$ cat src/rtl/dmac_burst_initiator.sv
// ---------------------------------------------------------------------------
// dmac_burst_initiator
//   DMA read-request initiator. Splits a copy job (src, dst, byte length) into
//   AXI4 INCR read bursts. For every accepted AR it pushes one write-metadata
//   entry (destination address + length) into the write-side FIFO. It counts
//   outstanding writes through the B channel and returns to IDLE (done_o=1)
//   only after every write response of the job has come back.
//
// Ports
//   clk, rst            clock, synchronous active-high reset
//   src_addr_i          job source address (DATA_BYTES aligned)
//   dst_addr_i          job destination address (DATA_BYTES aligned)
//   byte_len_i          job length in bytes (sub-beat bits ignored)
//   start_i             job start, honoured only in IDLE
//   done_o              1 while no job is active
//   err_o               sticky: a B response of the job was not OKAY
//   araddr_o .. arvalid_o, arready_i     AXI4 AR channel
//   bvalid_i, bresp_i, bready_o          AXI4 B channel
//   fifo_full_i         write-metadata FIFO full
//   meta_awaddr_o, meta_awlen_o, meta_awvalid_o   metadata FIFO push
// ---------------------------------------------------------------------------
module dmac_burst_initiator #(
    parameter int ADDR_W     = 32,
    parameter int DATA_BYTES = 4,
    parameter int MAX_BEATS  = 16,
    parameter int LEN_W      = 16,
    parameter int MAX_OUTS   = 4
) (
    input  logic              clk,
    input  logic              rst,
    input  logic [ADDR_W-1:0] src_addr_i,
    input  logic [ADDR_W-1:0] dst_addr_i,
    input  logic [LEN_W-1:0]  byte_len_i,
    input  logic              start_i,
    output logic              done_o,
    output logic              err_o,
    output logic [ADDR_W-1:0] araddr_o,
    output logic [7:0]        arlen_o,
    output logic [2:0]        arsize_o,
    output logic [1:0]        arburst_o,
    output logic              arvalid_o,
    input  logic              arready_i,
    input  logic              bvalid_i,
    input  logic [1:0]        bresp_i,
    output logic              bready_o,
    input  logic              fifo_full_i,
    output logic [ADDR_W-1:0] meta_awaddr_o,
    output logic [7:0]        meta_awlen_o,
    output logic              meta_awvalid_o
);

    localparam int SZ = $clog2(DATA_BYTES);
    // wide enough for the 4KB room (up to 4096 beats) and any beat count
    localparam int CW = (LEN_W > 13) ? LEN_W + 1 : 14;
    localparam int OW = 4;
    localparam logic [CW-1:0] MAX_B = CW'(MAX_BEATS);
    localparam logic [OW-1:0] MAX_O = OW'(MAX_OUTS);

    typedef enum logic [1:0] {
        IDLE,
        ISSUE,
        DRAIN
    } state_t;

    state_t            state_q, state_d;
    logic [ADDR_W-1:0] src_q, src_d;
    logic [ADDR_W-1:0] dst_q, dst_d;
    logic [LEN_W-1:0]  rem_q, rem_d;
    logic [OW-1:0]     outs_q, outs_d;
    logic              arvalid_q, arvalid_d;
    logic              err_q, err_d;
    logic              done_q, done_d;

    logic [CW-1:0]     src_room, dst_room, rem_ext, beats;
    logic [ADDR_W-1:0] burst_bytes;
    logic [LEN_W-1:0]  start_beats;
    logic              hs, b_take;

    // Burst size from registered state only, so the AR/meta fields cannot
    // move while arvalid_o waits for arready_i.
    always_comb begin
        src_room = (CW'(4096) - CW'(src_q[11:0])) >> SZ;
        dst_room = (CW'(4096) - CW'(dst_q[11:0])) >> SZ;
        rem_ext  = CW'(rem_q);
        beats    = MAX_B;
        if (rem_ext < beats)  beats = rem_ext;
        if (src_room < beats) beats = src_room;
        if (dst_room < beats) beats = dst_room;
        burst_bytes = ADDR_W'(beats) << SZ;
        start_beats = byte_len_i >> SZ;
    end

    // Reset gates the handshake so nothing is issued in the reset cycle.
    assign hs     = arvalid_q & arready_i & ~rst;
    // B beats outside a job, or with nothing outstanding, are dropped.
    assign b_take = bvalid_i && (state_q != IDLE) && ((outs_q != '0) || hs);

    always_comb begin
        state_d   = state_q;
        src_d     = src_q;
        dst_d     = dst_q;
        rem_d     = rem_q;
        arvalid_d = arvalid_q;
        err_d     = err_q;
        outs_d    = outs_q + OW'(hs) - OW'(b_take);

        if (b_take && (bresp_i != 2'b00)) err_d = 1'b1;

        case (state_q)
            IDLE: begin
                arvalid_d = 1'b0;
                if (start_i && (start_beats != '0)) begin
                    src_d   = src_addr_i;
                    dst_d   = dst_addr_i;
                    rem_d   = start_beats;
                    err_d   = 1'b0;
                    state_d = ISSUE;
                end
            end
            ISSUE: begin
                if (hs) begin
                    src_d = src_q + burst_bytes;
                    dst_d = dst_q + burst_bytes;
                    rem_d = rem_q - LEN_W'(beats);
                    if (rem_d == '0) begin
                        arvalid_d = 1'b0;
                        state_d   = DRAIN;
                    end else begin
                        // back-to-back request allowed with the updated state
                        arvalid_d = !fifo_full_i && (outs_d < MAX_O);
                    end
                end else if (!arvalid_q) begin
                    arvalid_d = !fifo_full_i && (outs_d < MAX_O);
                end
            end
            DRAIN: begin
                arvalid_d = 1'b0;
                if (outs_d == '0) state_d = IDLE;
            end
            default: begin
                arvalid_d = 1'b0;
                state_d   = IDLE;
            end
        endcase

        done_d = (state_d == IDLE);
    end

    always_ff @(posedge clk) begin
        if (rst) begin
            state_q   <= IDLE;
            src_q     <= '0;
            dst_q     <= '0;
            rem_q     <= '0;
            outs_q    <= '0;
            arvalid_q <= 1'b0;
            err_q     <= 1'b0;
            done_q    <= 1'b1;
        end else begin
            state_q   <= state_d;
            src_q     <= src_d;
            dst_q     <= dst_d;
            rem_q     <= rem_d;
            outs_q    <= outs_d;
            arvalid_q <= arvalid_d;
            err_q     <= err_d;
            done_q    <= done_d;
        end
    end

    assign done_o         = done_q;
    assign err_o          = err_q;
    assign araddr_o       = src_q;
    assign arlen_o        = 8'(beats - CW'(1));
    assign arsize_o       = 3'(SZ);
    assign arburst_o      = 2'b01;
    assign arvalid_o      = arvalid_q & ~rst;
    assign bready_o       = ~rst;
    assign meta_awaddr_o  = dst_q;
    assign meta_awlen_o   = arlen_o;
    assign meta_awvalid_o = hs;

endmodule
$ cat config.mk
export PLATFORM = sky130hd
export DESIGN_NAME = dmac_burst_initiator
export DESIGN_NICKNAME = d
export VERILOG_FILES = /design/src/rtl/dmac_burst_initiator.sv
export SDC_FILE = /design/constraint.sdc
export NUM_CORES = 1
export LEC_CHECK = 0
export CORE_MARGIN = 3
export CORE_UTILIZATION = 38
export DETAILED_ROUTE_END_ITERATION = 10
export PLACE_DENSITY = 0.65
export SYNTH_ARGS = -nofsm -noshare
export SYNTH_HDL_FRONTEND = slang
export SYNTH_SLANG_ARGS = --single-unit
export TNS_END_PERCENT = 30
$ cat constraint.sdc
create_clock -name clk -period 14.45 [get_ports clk]
set_input_delay 3.6125 -clock clk [delete_from_list [all_inputs] [get_ports clk]]
set_output_delay 3.6125 -clock clk [all_outputs]
set_load 0.01 [all_outputs]
==> results.ini, run 1 <==
[status]
status = complete, no violations

[clock_tree]
hold_buffers = 0
clkTransAtPathRegs_ns = 0.07
insertion_delay_ns = 0.36
clockBufferDepth = 2
cts_tree = yes
cts_setup_buffers = 0
cts.sinks = 89
ctsResizeCount = 0
cts_buffers = 9
htreeDepth = 3
root_buffer = clkbuf_16

[finish]
antenna_cells = 0
post-route-util = 0.494
final_area_sq_um = 10600
layout.nets = 1420
post_layout_nonfiller_instances = 1558
syn2layout_area_growth_pct = 25.5
fill_cells = 2101
drive_above_1_share = 0.0468

[critical_path]
cp.required_ns = 10.84
crit_top_cell = nor3_1
path_max_fanout = 18
crit_type = reg -> out
crit_chain = nor4_1 -> and4_1 -> nand3_1 -> nor3_1 -> xnor2_1 -> ha_1 -> a21o_1 -> a21oi_1 -> a21boi_0 -> a21o_1 -> and2_1 -> inv_1 -> ha_1 -> nand4_1 -> nor2_1 -> a211oi_1 -> o21ai_1 -> o31a_1 -> mux2_2 -> nor3_1 -> nand3_1 -> nor3_1 -> xnor2_1 -> clkdlybuf4s50_1
crit_family = compound AO/OA/AOI/OAI gates
crit_start = araddr_o[0]
crit_arrival_ns = 8.36
crit_slowest_cell = o31a_1
rr_startpoint = araddr_o[0]
slowest_delay_ns = 0.94
end_kind = output pin
crit_buf_inv = 2
setup.worst_path.start_class = flip-flop

[pwr]
intPower_mw = 1.59
p_per_area_nw_per_um2 = 312
p_switching_mw = 1.71
swShare = 0.518
peakVddDrop_v = 0.000289
comb_power_share = 0.813
leakagePower_nw = 4.06
power_mw = 3.29
seqPwrFrac = 0.103
clkPwrFrac = 0.083

[die]
die_area_sq_um = 24000
ios = 178
core_sq_um = 21400
rows = 53
die_h_um = 155
die_x_um = 155
start_util = 0.393

[timing]
setup_violations = 0
fmax_mhz = 83.6
finClkSkew_ns = 0.0104
hold_viol_final = 0
layout_min_cycle_time_ns = 11.97
maxSlewHeadroom = 0.289
hold_ws_ns = 0.503
finalSetupTns_ns = 0
finalCritPeriodShare = 0.828
tightest_slew_ns = 1.07
fin_ws_ns = 2.48
grt_setup_unrepaired = no
drv_slew = 0

[yosys]
ys_types = 89
synth-warning-count = 0
avgSynthCellArea_sq_um = 7.33
ys_ff_latch = 89
synth-edff-count = 0
syn_inst = 1148
synthFlopType = dfxtp_1
synth-async-reset-ratio = 0
yosysSeqAreaShare = 0.212
synth_area_sq_um = 8420

[global_routing]
grt_pass1_wl_um = 45000
grt_max_degree = 94
grt_pass1_vias = 8490
grt_antenna_before_repair = 2
grt_usage = 0.228
grt-ovfl-total = 0

[place]
gp_congestion = 0.905
placedCellCount = 1542
dp_hpwl_um = 20700
pre_cts_ws_ns = 2.90
port_buffers = 170
placed_cell_area_sq_um = 10200

[drt]
postRouteAntennaNets = 0
drc = 0
dr.pass1.iters = 5
finalWirelength_um = 28100
via_count = 8978
drt_iter0_markers = 553
routedWlPerCell_um = 18.0
drt-vias-per-instance = 5.76

[min_path]
holdCritPathClass = reg -> reg
min-delay-start = meta_awaddr_o[12]

[run]
cap_violations = 0

-- layout by cell type (no fill, tap or decap), types with 10 or more instances in the layout --
cell type / count
clkdlybuf4s50_1: 169
nand2_1: 120
nor2_1: 116
a21oi_1: 102
dfxtp_1: 89
o21ai_0: 64
xnor2_1: 59
inv_1: 57
ha_1: 53
nand3_1: 33
nor3_1: 29
conb_1: 25
a211oi_1: 24
a21o_1: 20
a311oi_1: 17
nand4_1: 15
a31oi_1: 15
and3_1: 13
nor4_1: 12
o211ai_1: 12
o22ai_1: 12
and2_1: 10
xor2_1: 10
nand2b_1: 10
a22oi_1: 10
-- per-layer routing --
metal,track usage,up-vias,share of wire
met4,0.0442,4,0.011
met2,0.367,273,0.45
met5,0,-,0.00082
met1,0.314,4240,0.47
li1,-,4431,-
met3,0.0545,30,0.069
-- power by group through the flow --
stage / clock network [mW] / registers [mW] / logic [mW]
final: 0.275 / 0.340 / 2.68
after floorplan: 0 / 0.330 / 1.98
after detailed placement: 0 / 0.344 / 2.66
after global routing: 0.288 / 0.347 / 2.96
after CTS: 0.281 / 0.339 / 2.68
after global placement: 0 / 0.344 / 2.63
-- state kept, by name, summed over array words and instances (netlist names) --
| name | count |
|---|---|
| done_o | 1 |
| arvalid_q | 1 |
| err_o | 1 |
| state_q | 2 |
| araddr_o | 32 |
| meta_awaddr_o | 32 |
| rem_q | 16 |
| outs_q | 4 |
-- cells in the mapped netlist, types with 5 or more instances --
| master | number | area share |
|---|---|---|
| a211oi_1 | 24 | 0.021 |
| a21o_1 | 20 | 0.018 |
| a21oi_1 | 102 | 0.061 |
| a22oi_1 | 10 | 0.0089 |
| a311oi_1 | 17 | 0.018 |
| a31oi_1 | 15 | 0.011 |
| and2_1 | 10 | 0.0074 |
| and3_1 | 13 | 0.0097 |
| and4_1 | 5 | 0.0052 |
| buf_1 | 8 | 0.0036 |
| buf_2 | 6 | 0.0036 |
| buf_4 | 15 | 0.013 |
| clkbuf_1 | 49 | 0.022 |
| dfxtp_1 | 89 | 0.21 |
| ha_1 | 53 | 0.079 |
| inv_1 | 57 | 0.025 |
| maj3_1 | 9 | 0.011 |
| mux2i_1 | 8 | 0.0095 |
| nand2_1 | 121 | 0.054 |
| nand2b_1 | 11 | 0.0082 |
| nand3_1 | 33 | 0.020 |
| nand4_1 | 15 | 0.011 |
| nor2_1 | 117 | 0.052 |
| nor2b_1 | 7 | 0.0052 |
| nor3_1 | 29 | 0.017 |
| nor4_1 | 12 | 0.0089 |
| o2111ai_1 | 6 | 0.0062 |
| o211a_1 | 8 | 0.0095 |
| o211ai_1 | 12 | 0.011 |
| o21a_1 | 5 | 0.0045 |
| o21ai_0 | 64 | 0.038 |
| o22a_1 | 6 | 0.0062 |
| o22ai_1 | 12 | 0.0089 |
| o311ai_0 | 5 | 0.0052 |
| o31a_1 | 6 | 0.0062 |
| o31ai_1 | 8 | 0.0071 |
| or3_1 | 6 | 0.0045 |
| xnor2_1 | 59 | 0.061 |
| xor2_1 | 10 | 0.010 |
-- cells by family (layout without fill, tap and decap cells) --
logic type               after synthesis  after routing  synth area share
other                                  2             25          0.000892
adder cells (fa/ha/maj)               64             64            0.0932
buffers and inverters                139            251            0.0722
multiplexers                          19             19            0.0284
XOR/XNOR                              69             69            0.0718
AO/OA/AOI/OAI                        371            371             0.301
AND/OR/NAND/NOR                      395            395             0.221
flip-flops                            89             89             0.212
-- cell type report --
type	count	area, sq um	area share
Timing Repair Buffer	177	1750	0.165
Inverter	58	218	0.0206
Multi-Input combinational cell	943	6140	0.581
Clock buffer	10	239	0.0226
Sequential cell	89	1780	0.169
Clock inverter	6	97.6	0.00923
Tap cell	275	344	0.0325
-- worst register-to-register path, delay by kind of cell, from the launching register on --
kind / cells / cell delay [ns]
AOI/OAI and AO/OA: 11 / 3.76
buffers and inverters: 3 / 0.35
DFF: 1 / 0.38
xor gates and xnor gates: 2 / 0.40
adders and majority gates: 5 / 1.40
and+or+nand+nor: 12 / 3.18
-- worst paths after layout --
| path | end | slack (ns) | cells past startpoint |
|---|---|---|---|
| setup reg to reg | state_q[0] | 4.85 | 33 |
| hold / removal | meta_awaddr_o[12] | 0.50 | 2 |
| setup / recovery | arlen_o[7] | 2.48 | 24 |
| hold reg to reg | meta_awaddr_o[12] | 0.50 | 2 |
Power figures use the tool's default switching activity.
==> run 2, diff against run 1 <==
==> constraint.sdc (replaced) <==
create_clock -name clk -period 12 [get_ports clk]
set_input_delay 3 -clock clk [delete_from_list [all_inputs] [get_ports clk]]
set_output_delay 3 -clock clk [all_outputs]
set_load 0.01 [all_outputs]
==> run 2 against run 1 <==
  * Clock skew rose by 0.0033 ns
  * Largest power group unchanged
  * Largest cell class unchanged
  * First-iteration DRC count rose by 33%
  * Via count fell by 0.18%
  * Die area did not move
  * Combinational power rose by 22%
  * Hold slack improved by 0.012 ns
==> results.ini, run 2 (synthesized netlist as in run 1, its figures left out) <==
[pwr]
clkPwrFrac = 0.077  ; -0.006
peakVddDrop_v = 0.000304  ; +5.3%
intPower_mw = 1.90  ; +20%
seqPwrFrac = 0.102  ; about the same
p_per_area_nw_per_um2 = 379  ; +22%
leakagePower_nw = 4.06  ; about the same
comb_power_share = 0.821  ; +0.008
swShare = 0.525  ; +0.00696
p_switching_mw = 2.10  ; +23%

[place]
port_buffers = 170  ; unchanged
placedCellCount = 1545  ; +0.19%
gp_congestion = 0.915  ; +1.1%
dp_hpwl_um = 21100  ; +1.9%

[critical_path]
crit_type = reg -> out
crit_end = arlen_o[7]
crit_start = araddr_o[0]
rr_startpoint = araddr_o[0]
setup.worst_path.start_class = flip-flop
crit_arrival_ns = 8.04  ; -0.32 ns
rrSetupSlack_ns = 2.61  ; -2.24 ns
end_kind = output pin
cp.required_ns = 9.00  ; -1.84 ns
path_max_fanout = 18  ; unchanged
rr_endpoint = araddr_o[24]
reg2regPathDepth = 32  ; -3.0%

[finish]
final_cell_mix = clkdlybuf4s50_1 (169), nand2_1 (120), nor2_1 (116)
post-route-util = 0.493  ; -0.000526
antenna_cells = 0  ; unchanged
final_common_cell = clkdlybuf4s50_1
drive_above_1_share = 0.0490  ; +0.00222
fill_cells = 2158  ; +2.7%
post_layout_nonfiller_instances = 1561  ; +0.19%
syn2layout_area_growth_pct = 25.4
layout.nets = 1423  ; +0.21%

[clock_tree]
cts_tree = yes
clkTransAtPathRegs_ns = 0.08  ; about the same
clockBufferDepth = 2  ; unchanged
cts.sinks = 89  ; unchanged
cts_setup_buffers = 0  ; unchanged
ctsResizeCount = 0  ; unchanged
cts_buffers = 9  ; unchanged
root_buffer = clkbuf_16
insertion_delay_ns = 0.37  ; about the same
htreeDepth = 3  ; unchanged
hold_buffers = 0  ; unchanged

[drt]
drt_iter0_markers = 734  ; +33%
postRouteAntennaNets = 0  ; unchanged
via_count = 8962  ; -0.18%
drc = 0  ; unchanged
finalWirelength_um = 28600  ; +1.8%
routedWlPerCell_um = 18.3  ; +1.6%
dr.pass1.iters = 6  ; +1
drt-vias-per-instance = 5.74  ; -0.37%

[timing]
tightest_slew_ns = 0.955  ; -0.111 ns
maxSlewHeadroom = 0.363  ; +0.0739
layout_min_cycle_time_ns = 11.04
grt_setup_unrepaired = no
hold_viol_final = 0  ; unchanged
drv_slew = 0  ; unchanged
finalCritPeriodShare = 0.920
setup_violations = 0  ; unchanged
finalSetupTns_ns = 0  ; unchanged
fmax_mhz = 90.6
finClkSkew_ns = 0.0137  ; +0.00328 ns

[global_routing]
grt_antenna_before_repair = 2  ; unchanged
grt_pass1_vias = 8548  ; +0.68%
grt-ovfl-total = 0  ; unchanged
grt_max_degree = 93  ; -1.1%
grt_usage = 0.235  ; +0.00697
grt_pass1_wl_um = 46200  ; +2.6%

[die]
die_area_sq_um = 24000  ; unchanged
rows = 53  ; unchanged
ios = 178  ; unchanged
start_util = 0.393  ; unchanged
core_sq_um = 21400  ; unchanged
die_h_um = 155  ; unchanged
die_x_um = 155  ; unchanged

[status]
status = complete, no violations

[run]
cap_violations = 0  ; unchanged

[min_path]
holdCritPathClass = reg -> reg

==> run 2: cell types whose count changed in the layout (fill, tap and decap cells not counted) <==
cell,change
clkinv_4,-1
bufinv_16,-1
inv_6,+1
clkbuf_8,-1
buf_4,+3
clkinv_2,+2
==> run 2: through the flow <==
stage	hold WS, ns	worst slack (ns)	total power [mW]	cell area (sq um)
2_1_floorplan	0.472	2.74	2.78	8510
3_3_place_gp	0.494	1.58	3.62	10300
3_5_place_dp	0.504	1.43	3.66	10300
4_1_cts	0.520	1.00	3.99	10600
5_1_grt	0.551	0.306	4.34	10600
6_report	0.515	0.964	4.00	10600
==> run 2: worst min-delay path by stage <==
stage	startpoint	end	slack (ns)	depth (start not counted)
CTS	err_o	err_o	0.52	2
global route	araddr_o[12]	araddr_o[12]	0.55	2
finish	err_o	err_o	0.52	2
global placement	meta_awaddr_o[12]	meta_awaddr_o[12]	0.49	2
floorplan	rem_q[0]	rem_q[0]	0.47	2
detailed placement	err_o	err_o	0.50	2
==> run 2: layout make-up <==
class | count | area (sq um) | area share
Tap cell | 275 | 344 | 0.0326
Clock inverter | 7 | 77.6 | 0.00735
Clock buffer | 9 | 225 | 0.0213
Timing Repair Buffer | 180 | 1770 | 0.168
Sequential cell | 89 | 1780 | 0.169
Multi-Input combinational cell | 943 | 6140 | 0.582
Inverter | 58 | 218 | 0.0206
==> run 2: worst max-delay path: stages, from the launching register on <==
cell,delay (ns)
dfxtp_1,0.39
nor4_1,0.63
and4_1,0.37
nand3_1,0.22
nor3_1,0.30
xnor2_1,0.19
ha_1,0.28
a21o_1,0.16
a21oi_1,0.19
a21boi_0,0.54
a21o_1,0.53
and2_1,0.29
inv_1,0.08
ha_1,0.32
nand4_1,0.09
nor2_1,0.12
a211oi_1,0.06
o21ai_1,0.43
o31a_1,0.35
buf_4,0.32
mux2_2,0.45
nor3_1,0.26
nand3_1,0.16
nor3_1,0.19
xnor2_1,0.17
clkdlybuf4s50_1,0.57
==> run 2: routing by layer <==
layer,share of wire,up-vias,track usage
li1,-,4433,-
met1,0.45,4181,0.312
met2,0.46,306,0.388
met3,0.076,38,0.0517
met4,0.018,4,0.0618
met5,0.00080,-,0
==> run 2: power groups by stage <==
stage	Sequential (mW)	Combinational, mW	Clock, mW
3_3_place_gp	0.413	3.21	0
6_report	0.408	3.28	0.310
4_1_cts	0.407	3.27	0.315
2_1_floorplan	0.397	2.39	0
5_1_grt	0.417	3.60	0.326
3_5_place_dp	0.414	3.24	0
